### src/rtl/wam_pkg.sv
// ============================================================================
//  Module      : wam_pkg
//  Description : Shared types and constants for the whack-a-mole score keeper.
//  Revision    : 1.0 - initial release
// ============================================================================
`default_nettype none

package wam_pkg;

   // Game state encoding
   typedef enum logic [1:0] {
      ST_IDLE = 2'd0,
      ST_PLAY = 2'd1,
      ST_DONE = 2'd2
   } wam_state_t;

   // Number of holes on the board
   localparam int WAM_HOLES = 8;

   // Width of one BCD digit
   localparam int BCD_W = 4;

endpackage : wam_pkg

`default_nettype wire

### src/rtl/wam_bcd_add.sv
// ============================================================================
//  Module      : wam_bcd_add
//  Description : Combinational 3-digit BCD adder. Adds a 0-8 operand with an
//                optional -1, floors at 0, saturates at SCORE_MAX and flags
//                when the hundreds digit of the result grows.
//  Revision    : 1.0 - initial release
// ============================================================================
`default_nettype none

module wam_bcd_add
   import wam_pkg::*;
#(
   parameter logic [11:0] SCORE_MAX = 12'h999
) (
   input  logic [11:0] score_i,
   input  logic [3:0]  add_i,
   input  logic        dec_i,
   output logic [11:0] sum_o,
   output logic        hcarry_o
);

   logic [BCD_W-1:0] w_add;
   logic             w_do_dec;
   logic [4:0]       w_ones;
   logic [4:0]       w_tens;
   logic [4:0]       w_hund;
   logic             w_c1;
   logic             w_c2;
   logic             w_ovf;
   logic [11:0]      w_inc;
   logic [11:0]      w_decr;
   logic [11:0]      w_res;

   // Fold the -1 into the addend when possible; otherwise a pure decrement
   always_comb begin
      w_add    = add_i;
      w_do_dec = 1'b0;
      if (dec_i) begin
         if (add_i != 4'd0) begin
            w_add = add_i - 4'd1;
         end else begin
            w_add    = 4'd0;
            w_do_dec = 1'b1;
         end
      end
   end

   // Ripple BCD addition of the small addend, digit by digit
   always_comb begin
      w_c1   = 1'b0;
      w_c2   = 1'b0;
      w_ovf  = 1'b0;
      w_ones = {1'b0, score_i[3:0]} + {1'b0, w_add};
      if (w_ones > 5'd9) begin
         w_ones = w_ones - 5'd10;
         w_c1   = 1'b1;
      end
      w_tens = {1'b0, score_i[7:4]} + {4'd0, w_c1};
      if (w_tens > 5'd9) begin
         w_tens = 5'd0;
         w_c2   = 1'b1;
      end
      w_hund = {1'b0, score_i[11:8]} + {4'd0, w_c2};
      if (w_hund > 5'd9) begin
         w_hund = 5'd9;
         w_ovf  = 1'b1;
      end
      w_inc = {w_hund[3:0], w_tens[3:0], w_ones[3:0]};
   end

   // BCD decrement with borrow; zero stays at zero (floor)
   always_comb begin
      w_decr = score_i;
      if (score_i != 12'h000) begin
         if (score_i[3:0] != 4'd0) begin
            w_decr[3:0] = score_i[3:0] - 4'd1;
         end else begin
            w_decr[3:0] = 4'd9;
            if (score_i[7:4] != 4'd0) begin
               w_decr[7:4] = score_i[7:4] - 4'd1;
            end else begin
               w_decr[7:4]  = 4'd9;
               w_decr[11:8] = score_i[11:8] - 4'd1;
            end
         end
      end
   end

   // Select result and apply the ceiling; valid BCD compares like binary
   always_comb begin
      w_res = w_do_dec ? w_decr : w_inc;
      if ((!w_do_dec && w_ovf) || (w_res > SCORE_MAX)) begin
         w_res = SCORE_MAX;
      end
      sum_o    = w_res;
      hcarry_o = (w_res[11:8] > score_i[11:8]);
   end

endmodule : wam_bcd_add

`default_nettype wire

### src/rtl/wam_scr.sv
// ============================================================================
//  Module      : wam_scr
//  Description : Whack-a-mole score and hardness keeper. Scores tap pulses
//                against raised moles in BCD, tracks the hardness level and
//                runs the IDLE/PLAY/DONE game state.
//                Build option: define WAM_PENALTY_EN to make a wrong tap
//                subtract one point.
//  Revision    : 1.0 - initial release
// ============================================================================
`default_nettype none

module wam_scr
   import wam_pkg::*;
#(
   parameter logic [3:0]  HRDN_MIN  = 4'd1,
   parameter logic [3:0]  HRDN_MAX  = 4'd9,
   parameter logic [11:0] SCORE_MAX = 12'h999
) (
   input  logic        clk_19,
   input  logic        rst_n,
   input  logic [7:0]  holes,
   input  logic [7:0]  tap,
   input  logic        lft,
   input  logic        rgt,
   input  logic        start,
   input  logic        stop,
   output logic [11:0] score,
   output logic [3:0]  hrdn,
   output logic        cout0,
   output logic        playing
);

   wam_state_t  state_q, state_d;
   logic [11:0] score_q, score_d;
   logic [3:0]  hrdn_q, hrdn_d;
   logic        cout0_q, cout0_d;
   logic        playing_q, playing_d;

   logic [7:0]  w_hit_vec;
   logic [3:0]  w_hits;
   logic        w_miss;
   logic [11:0] w_sum;
   logic        w_hcarry;
   logic        w_scoring;
   logic        w_auto;
   logic [4:0]  w_hsum;

   assign w_hit_vec = tap & holes;

   // Count correct taps this cycle
   always_comb begin
      w_hits = 4'd0;
      for (int i = 0; i < WAM_HOLES; i++) begin
         w_hits = w_hits + {3'd0, w_hit_vec[i]};
      end
   end

`ifdef WAM_PENALTY_EN
   assign w_miss = |(tap & ~holes);
`else
   assign w_miss = 1'b0;
`endif

   wam_bcd_add #(
      .SCORE_MAX (SCORE_MAX)
   ) u_bcd_add (
      .score_i  (score_q),
      .add_i    (w_hits),
      .dec_i    (w_miss),
      .sum_o    (w_sum),
      .hcarry_o (w_hcarry)
   );

   // Taps only count in PLAY, and never in the cycle that accepts start
   assign w_scoring = (state_q == ST_PLAY) && !start;
   assign w_auto    = w_scoring && w_hcarry;

   // Next game state and score; start always wins over stop
   always_comb begin
      state_d = state_q;
      score_d = score_q;
      if (start) begin
         state_d = ST_PLAY;
         score_d = 12'h000;
      end else if (state_q == ST_PLAY) begin
         score_d = w_sum;
         if (stop || (w_sum == SCORE_MAX)) begin
            state_d = ST_DONE;
         end
      end
   end

   // Next hardness: manual step plus automatic level-up, clamped to range
   always_comb begin
      w_hsum = {1'b0, hrdn_q} + {4'd0, rgt} + {4'd0, w_auto};
      if (lft) begin
         w_hsum = w_hsum - 5'd1;
      end
      if (w_hsum < {1'b0, HRDN_MIN}) begin
         hrdn_d = HRDN_MIN;
      end else if (w_hsum > {1'b0, HRDN_MAX}) begin
         hrdn_d = HRDN_MAX;
      end else begin
         hrdn_d = w_hsum[3:0];
      end
      cout0_d   = w_auto;
      playing_d = (state_d == ST_PLAY);
   end

   // Game state register
   always_ff @(posedge clk_19 or negedge rst_n) begin
      if (!rst_n) begin
         state_q <= ST_IDLE;
      end else begin
         state_q <= state_d;
      end
   end

   // Output registers
   always_ff @(posedge clk_19 or negedge rst_n) begin
      if (!rst_n) begin
         score_q   <= 12'h000;
         hrdn_q    <= HRDN_MIN;
         cout0_q   <= 1'b0;
         playing_q <= 1'b0;
      end else begin
         score_q   <= score_d;
         hrdn_q    <= hrdn_d;
         cout0_q   <= cout0_d;
         playing_q <= playing_d;
      end
   end

   assign score   = score_q;
   assign hrdn    = hrdn_q;
   assign cout0   = cout0_q;
   assign playing = playing_q;

endmodule : wam_scr

`default_nettype wire

### config.mk
export PLATFORM = sky130hd
export DESIGN_NAME = wam_scr
export DESIGN_NICKNAME = d
export VERILOG_FILES = /design/src/rtl/wam_pkg.sv /design/src/rtl/wam_bcd_add.sv /design/src/rtl/wam_scr.sv
export SDC_FILE = /design/constraint.sdc
export NUM_CORES = 1
export LEC_CHECK = 0
export ABC_AREA = 1
export BUFFER_PORTS_ARGS = -buffer_cell sky130_fd_sc_hd__buf_2
export CAP_MARGIN = 10
export CORE_UTILIZATION = 29
export DETAILED_ROUTE_END_ITERATION = 7
export PLACE_DENSITY = 0.53
export REMOVE_ABC_BUFFERS = 1
export SYNTH_ARGS = -nofsm -noshare
export SYNTH_HDL_FRONTEND = slang
export SYNTH_SLANG_ARGS = --single-unit
### constraint.sdc
create_clock -name clk_19 -period 8.3 [get_ports clk_19]
set_clock_uncertainty 0.15 [all_clocks]
set_input_delay 0.83 -clock clk_19 [delete_from_list [all_inputs] [get_ports clk_19]]
set_output_delay 0.83 -clock clk_19 [all_outputs]
set_load 0.005 [all_outputs]
==> results of run 1 <==
[cell type report]
class	count	area (um^2)
well taps	75	93.8
multi-input cells	167	1400
repair buffers	85	541
clock buffers	3	41.3
inverters	41	159
clock inverters	1	30.0
flip-flops and latches	20	502
fillers	598	3230
[cells in the mapped netlist (4+ instances only)]
| library cell | n | area (um^2) |
|---|---|---|
| fa_1 | 6 | 120 |
| nand2_4 | 5 | 56.3 |
| nand2_2 | 8 | 50.1 |
| dfrtp_1 | 19 | 475 |
| nand3_1 | 24 | 120 |
| o21ai_0 | 10 | 50.1 |
| nor2_1 | 13 | 48.8 |
| a21oi_1 | 6 | 30.0 |
| nand2_1 | 42 | 158 |
| nand3_2 | 4 | 40.0 |
| inv_1 | 38 | 143 |
| ha_1 | 17 | 213 |
[worst paths after layout]
| check | endpoint | slack [ns] |
|---|---|---|
| max in group asynchronous | hrdn[0] | 7.27 |
| hold reg to reg | state_q[1] | 0.38 |
| setup reg to reg | hrdn[0] | 0.60 |
| hold / removal | score[7] | 0.36 |
| min in group clk_19 | state_q[1] | 0.38 |
| setup / recovery | hrdn[0] | 0.28 |
[sequential cells by signal, summed over array words and instances (netlist names)]
signal / cells
hrdn: 4
cout0: 1
state_q: 2
playing: 1
score: 12
[worst max-delay path: cells and delay by family]
kind | cells | cell delay (ns)
AO/OA/AOI/OAI | 4 | 0.50
XOR/XNOR | 2 | 0.36
buffers and inverters | 8 | 0.44
adder cells (fa/ha/maj) | 14 | 4.15
AND/OR/NAND/NOR | 18 | 1.75
[where the power goes]
group,switching [uW],leakage [uW],internal [uW]
Clock,36.4,0.0000357,64.4
Sequential,17.2,0.000262,117
Combinational,251,0.00115,230
Total,305,0.00144,412
[metal layers]
layer / routed length [um] / global-route usage, % / vias to the layer above
met2: 2200 / 23.8 / 36
met4: 19 / 2.68 / 0
met3: 157 / 1.67 / 4
li1: - / - / 921
met5: 0 / 0 / -
met1: 2190 / 19.6 / 818
[logic make-up (layout without fill, tap and decap cells)]
logic type / Yosys count / in the layout
buf+inv: 43 / 130
flops: 20 / 20
xor+xnor: 6 / 6
simple gates: 105 / 105
fa+ha+maj: 23 / 23
compound gates: 33 / 33
[cell usage in the layout (no fill, tap or decap), types with 2 or more instances in the layout]
cell,n
o21ai_1,2
ha_1,7
fa_1,3
a21oi_2,3
inv_4,2
a21oi_1,5
xnor2_2,2
o31ai_1,2
nand2_4,6
buf_4,46
nand2_2,16
ha_4,8
nor2_4,5
nand3_1,20
nor2_2,3
inv_2,8
o21ai_0,9
nor2_1,9
nand4_1,2
a21oi_4,2
clkbuf_8,3
dfrtp_1,19
nand3_2,8
xor2_1,3
fa_2,3
inv_1,30
buf_2,39
ha_2,2
nand2_1,33
o21ai_2,4
[per-stage QoR]
stage / total power, uW / cells / cell area, um^2 / setup slack (ns) / hold slack (ns)
detailed placement: 566 / 376 / 2370 / -0.800 / 0.362
global placement: 563 / 376 / 2370 / -0.610 / 0.358
global route: 788 / 392 / 2770 / -0.0497 / 0.404
CTS: 691 / 383 / 2540 / 0.000910 / 0.382
finish: 717 / 392 / 2770 / 0.283 / 0.364
floorplan: 412 / 228 / 1820 / -0.138 / 0.343
[timing repair]
item,4_1_cts,5_1_grt
pin swaps,11,30
gates resized for setup,19,41
setup buffers,3,9
endpoints found under the setup margin,4,4
==> key figures, run 1 <==
Drt
  – DRC: 0
  – Initial DRC Count: 55
  – Antenna viol nets, final: 0
  – Drt wl/cell: 11.6 um
  – Post-Route WL: 4570 um
  – Vias: 1,779
  – DRT Pass-1 Iters: 4
  – Post-DR vias/cell: 4.54

Critical path
  – R2r startpoint: score[0]
  – WS Path Type: input port to flip-flop
  – CP max stage delay: 0.59 ns
  – Reg2Reg Depth: 43
  – Crit-path max FO: 5
  – Worst EP required: 8.34 ns
  – Worst setup SP type: input port
  – Crit path arrival time: 8.05 ns
  – Critical path startpoint: tap[2]
  – CP Capture Type: flip-flop
  – CP max-delay cell: fa_2

Yosys
  – Mapped Area: 1830 um^2
  – Main flop type after synthesis: dfrtp_1
  – Sequential fraction of the synthesis area: 27.4%
  – Mux cell area share after synthesis: 0%
  – Ys async rst share: 100%
  – Ys Warns: 0
  – XOR/XNOR Fraction of Synth Area: 3.28%
  – Post-synth cell types: 35
  – Post-Synth Adder-Cell Area: 18.2%
  – Largest family of logic cells by synthesized area: simple AND/OR/NAND/NOR gates
  – Post-Syn Instances: 230
  – Compound-gate portion of the synthesized area: 12.9%
  – Post-synthesis simple-gate area fraction: 29.3%
  – Avg Synthesized Cell Area: 7.95 um^2
  – EDFF count, synth: 0
  – Yosys reg bits: 20

STA
  – Final Critical Period: 8.02 ns
  – Setup tns final: 0 ns
  – Fmax: 125 MHz
  – Final setup viols: 0
  – Worst slew pin tran: 0.579 ns
  – Hold Violations, Final: 0
  – Tcrit/Tclk final: 96.6%
  – Final slew viol count: 0
  – Worst slew margin: 61.2%

Placement
  – GP Congestion: 0.828
  – Count of input and output buffers: 39
  – HPWL after detailed placement: 3510 um

Pwr
  – PwrDens: 259 nW/um^2
  – Max VDD drop: 0.169 mV
  – LEAKAGE: 0.00144 uW

GRT
  – Largest net degree at the start of global routing: 21
  – Remaining Overflow, GRT: 0
  – Vias in the first global route: 1,641
  – All-Layer GR Usage: 14.2%
  – Initial antenna violation count: 0
  – First-pass GRT wire length: 7350 um

Flow run
  – Max_cap viols: 0

Floorplanning
  – Die X: 81.4 um
  – # rows: 28
  – Initial core utilization: 30.5%
  – Die area: 6630 um^2
  – DIE HEIGHT: 81.4 um
  – Core area: 5990 um^2
  – I/O Pins: 40

Clock network
  – Clock transition at the registers of the reported paths: 0.09 ns
  – Worst-case clock buffer depth: 2
  – Clock root buffer: clkbuf_8
  – CTS tree: yes
  – H-tree levels: 1
  – TritonCTS Sinks: 20
  – CTS buffer count: 3
  – CTS Hold Buffers Added: 0
  – Skew-Pair Late Insertion Delay: 0.26 ns

Cells and area
  – Antenna cells: 0
  – Fin nets: 363
  – Area Overhead vs Synth: 51.2%
  – Share of cells above drive strength 1: 53.0%
  – Util after Layout: 46.2%

Hold path
  – Min-Delay Path Class: input port to async pin

Outcome
  – Status: complete, no violations
Power figures use the tool's default switching activity.
==> run 2: changes to the inputs <==
Settings changed: CAP_MARGIN 10 to 20, RECOVER_POWER from default to 25.
==> run 2 against run 1 <==
Non-clock buffer count unchanged; worst setup slack got worse by 0.015 ns; largest cell class unchanged; final cell count is the same; first-iteration DRC count did not move; critical path type unchanged.
==> key figures, run 2 (synthesized netlist as in run 1, its figures left out) <==
Hold path
  – Worst Hold Depth: 2
  – Min-Delay Path Class: flip-flop to flip-flop
  – Hold Path Origin: state_q[0]
  – Hold EP: state_q[1]

STA
  – Final setup viols: 0
  – Worst slew pin tran: 1.21 ns
  – Worst hold slack: 0.381 ns
  – Hold Violations, Final: 0
  – Worst slew margin: 19.5%
  – Fmax: 125 MHz
  – Final slew viol count: 0
  – Final Critical Period: 8.03 ns
  – Tcrit/Tclk final: 96.8%

Pwr
  – LEAKAGE: 0.00144 uW
  – PwrDens: 259 nW/um^2
  – Max VDD drop: 0.169 mV

Floorplanning
  – Die area: 6630 um^2
  – # rows: 28
  – DIE HEIGHT: 81.4 um
  – Die X: 81.4 um
  – I/O Pins: 40
  – Initial core utilization: 30.5%
  – Core area: 5990 um^2

Cells and area
  – Fin cells: 392
  – Most common cell after layout, fill and taps aside: buf_4
  – Fillers: 599
  – FF/Latch Area: 502 um^2
  – Area of the multi-input gates: 1400 um^2
  – Largest register FFs: 12
  – Fin nets: 363
  – Area Overhead vs Synth: 51.1%
  – Share of cells above drive strength 1: 52.7%
  – Antenna cells: 0
  – Most frequent cells in the layout: buf_4, buf_2, nand2_1, inv_1, nand3_1

GRT
  – First-pass GRT wire length: 7350 um
  – Vias in the first global route: 1,641
  – Largest net degree at the start of global routing: 21
  – Initial antenna violation count: 0
  – All-Layer GR Usage: 14.2%
  – Remaining Overflow, GRT: 0

Critical path
  – CP max stage delay: 0.59 ns
  – CP Capture Type: flip-flop
  – Reg2Reg Depth: 43
  – Critical path startpoint: tap[2]
  – Crit-path max FO: 5
  – CP max-delay cell: fa_2
  – R2r startpoint: score[0]
  – Worst EP required: 8.34 ns
  – WS Path Type: input port to flip-flop
  – Setup slack, reg-to-reg: 0.58 ns
  – Worst setup SP type: input port
  – Crit path arrival time: 8.07 ns
  – Reg2reg end: hrdn[0]

Flow run
  – Max_cap viols: 0

Drt
  – DRT Pass-1 Iters: 4
  – Post-Route WL: 4580 um
  – DRC: 0
  – Initial DRC Count: 55
  – Post-DR vias/cell: 4.58
  – Antenna viol nets, final: 0
  – Vias: 1,794
  – Drt wl/cell: 11.7 um

Clock network
  – TritonCTS Sinks: 20
  – H-tree levels: 1
  – Clock transition at the registers of the reported paths: 0.08 ns
  – Worst-case clock buffer depth: 2
  – CTS Hold Buffers Added: 0
  – CTS tree: yes
  – Clock root buffer: clkbuf_8
  – Skew-Pair Late Insertion Delay: 0.26 ns
  – CTS buffer count: 3

Placement
  – Count of input and output buffers: 39
  – Dpl cells: 376
  – HPWL after detailed placement: 3510 um
  – GP Congestion: 0.828

Outcome
  – Status: complete, no violations
run 2: cell count changes in the layout (fill, tap and decap cells not counted), sizes merged:
cell | before | now
clkbuf | 3 | 4
buf | 85 | 84
run 2: critical path: cells and delay by family:
| kind | cells | cell delay [ns] |
|---|---|---|
| AND/OR/NAND/NOR | 18 | 1.76 |
| buffers and inverters | 8 | 0.44 |
| adder cells (fa/ha/maj) | 14 | 4.14 |
| AO/OA/AOI/OAI | 4 | 0.50 |
| XOR/XNOR | 2 | 0.37 |
run 2: metrics by stage:
stage / setup slack (ns) / TNS, ns / area [um^2] / power [uW] / utilization, %
6_report: 0.268 / 0 / 2760 / 717 / 46.1
5_1_grt: -0.0497 / -0.0502 / 2760 / 788 / 46.1
4_1_cts: 0.000910 / 0 / 2540 / 691 / 42.4
3_5_place_dp: -0.800 / -3.04 / 2370 / 566 / 39.5
3_3_place_gp: -0.610 / -2.32 / 2370 / 563 / 39.5
2_1_floorplan: -0.138 / -0.281 / 1820 / 412 / -
run 2: layout make-up:
cell class / instances / share of cell area (%)
Sequential cell: 20 / 18.2
Clock inverter: 1 / 1.09
Timing Repair Buffer: 85 / 19.5
Clock buffer: 3 / 1.49
Tap cell: 75 / 3.40
Multi-Input combinational cell: 167 / 50.6
Inverter: 41 / 5.75
run 2: where the power goes:
part           total (uW)  switching, uW  internal [uW]  leakage [uW]
registers             134           17.2            117      0.000262
logic                 482            251            230       0.00114
clock network         101           36.6           64.4     0.0000357
total                 717            305            412       0.00144
run 2: routing by layer:
| metal | share of wire [%] | up-vias | global-route usage [%] |
|---|---|---|---|
| met1 | 48 | 827 | 19.6 |
| met4 | 0.41 | 0 | 2.68 |
| met2 | 48 | 42 | 23.8 |
| met3 | 3.1 | 4 | 1.67 |
| li1 | - | 921 | - |
| met5 | 0 | - | 0 |
run 2: how the worst max path moves through the flow:
| stage | endpoint | depth (start not counted) |
|---|---|---|
| 3_5_place_dp | hrdn[0] | 47 |
| 4_1_cts | hrdn[0] | 46 |
| 6_report | hrdn[0] | 46 |
| 2_1_floorplan | hrdn[0] | 46 |
| 3_3_place_gp | hrdn[0] | 47 |
| 5_1_grt | hrdn[0] | 46 |
run 2: what timing repair did:
action,CTS,global route
setup endpoints to repair,4,4
resized for setup,19,41
setup buffers,3,9
pin swaps,11,30
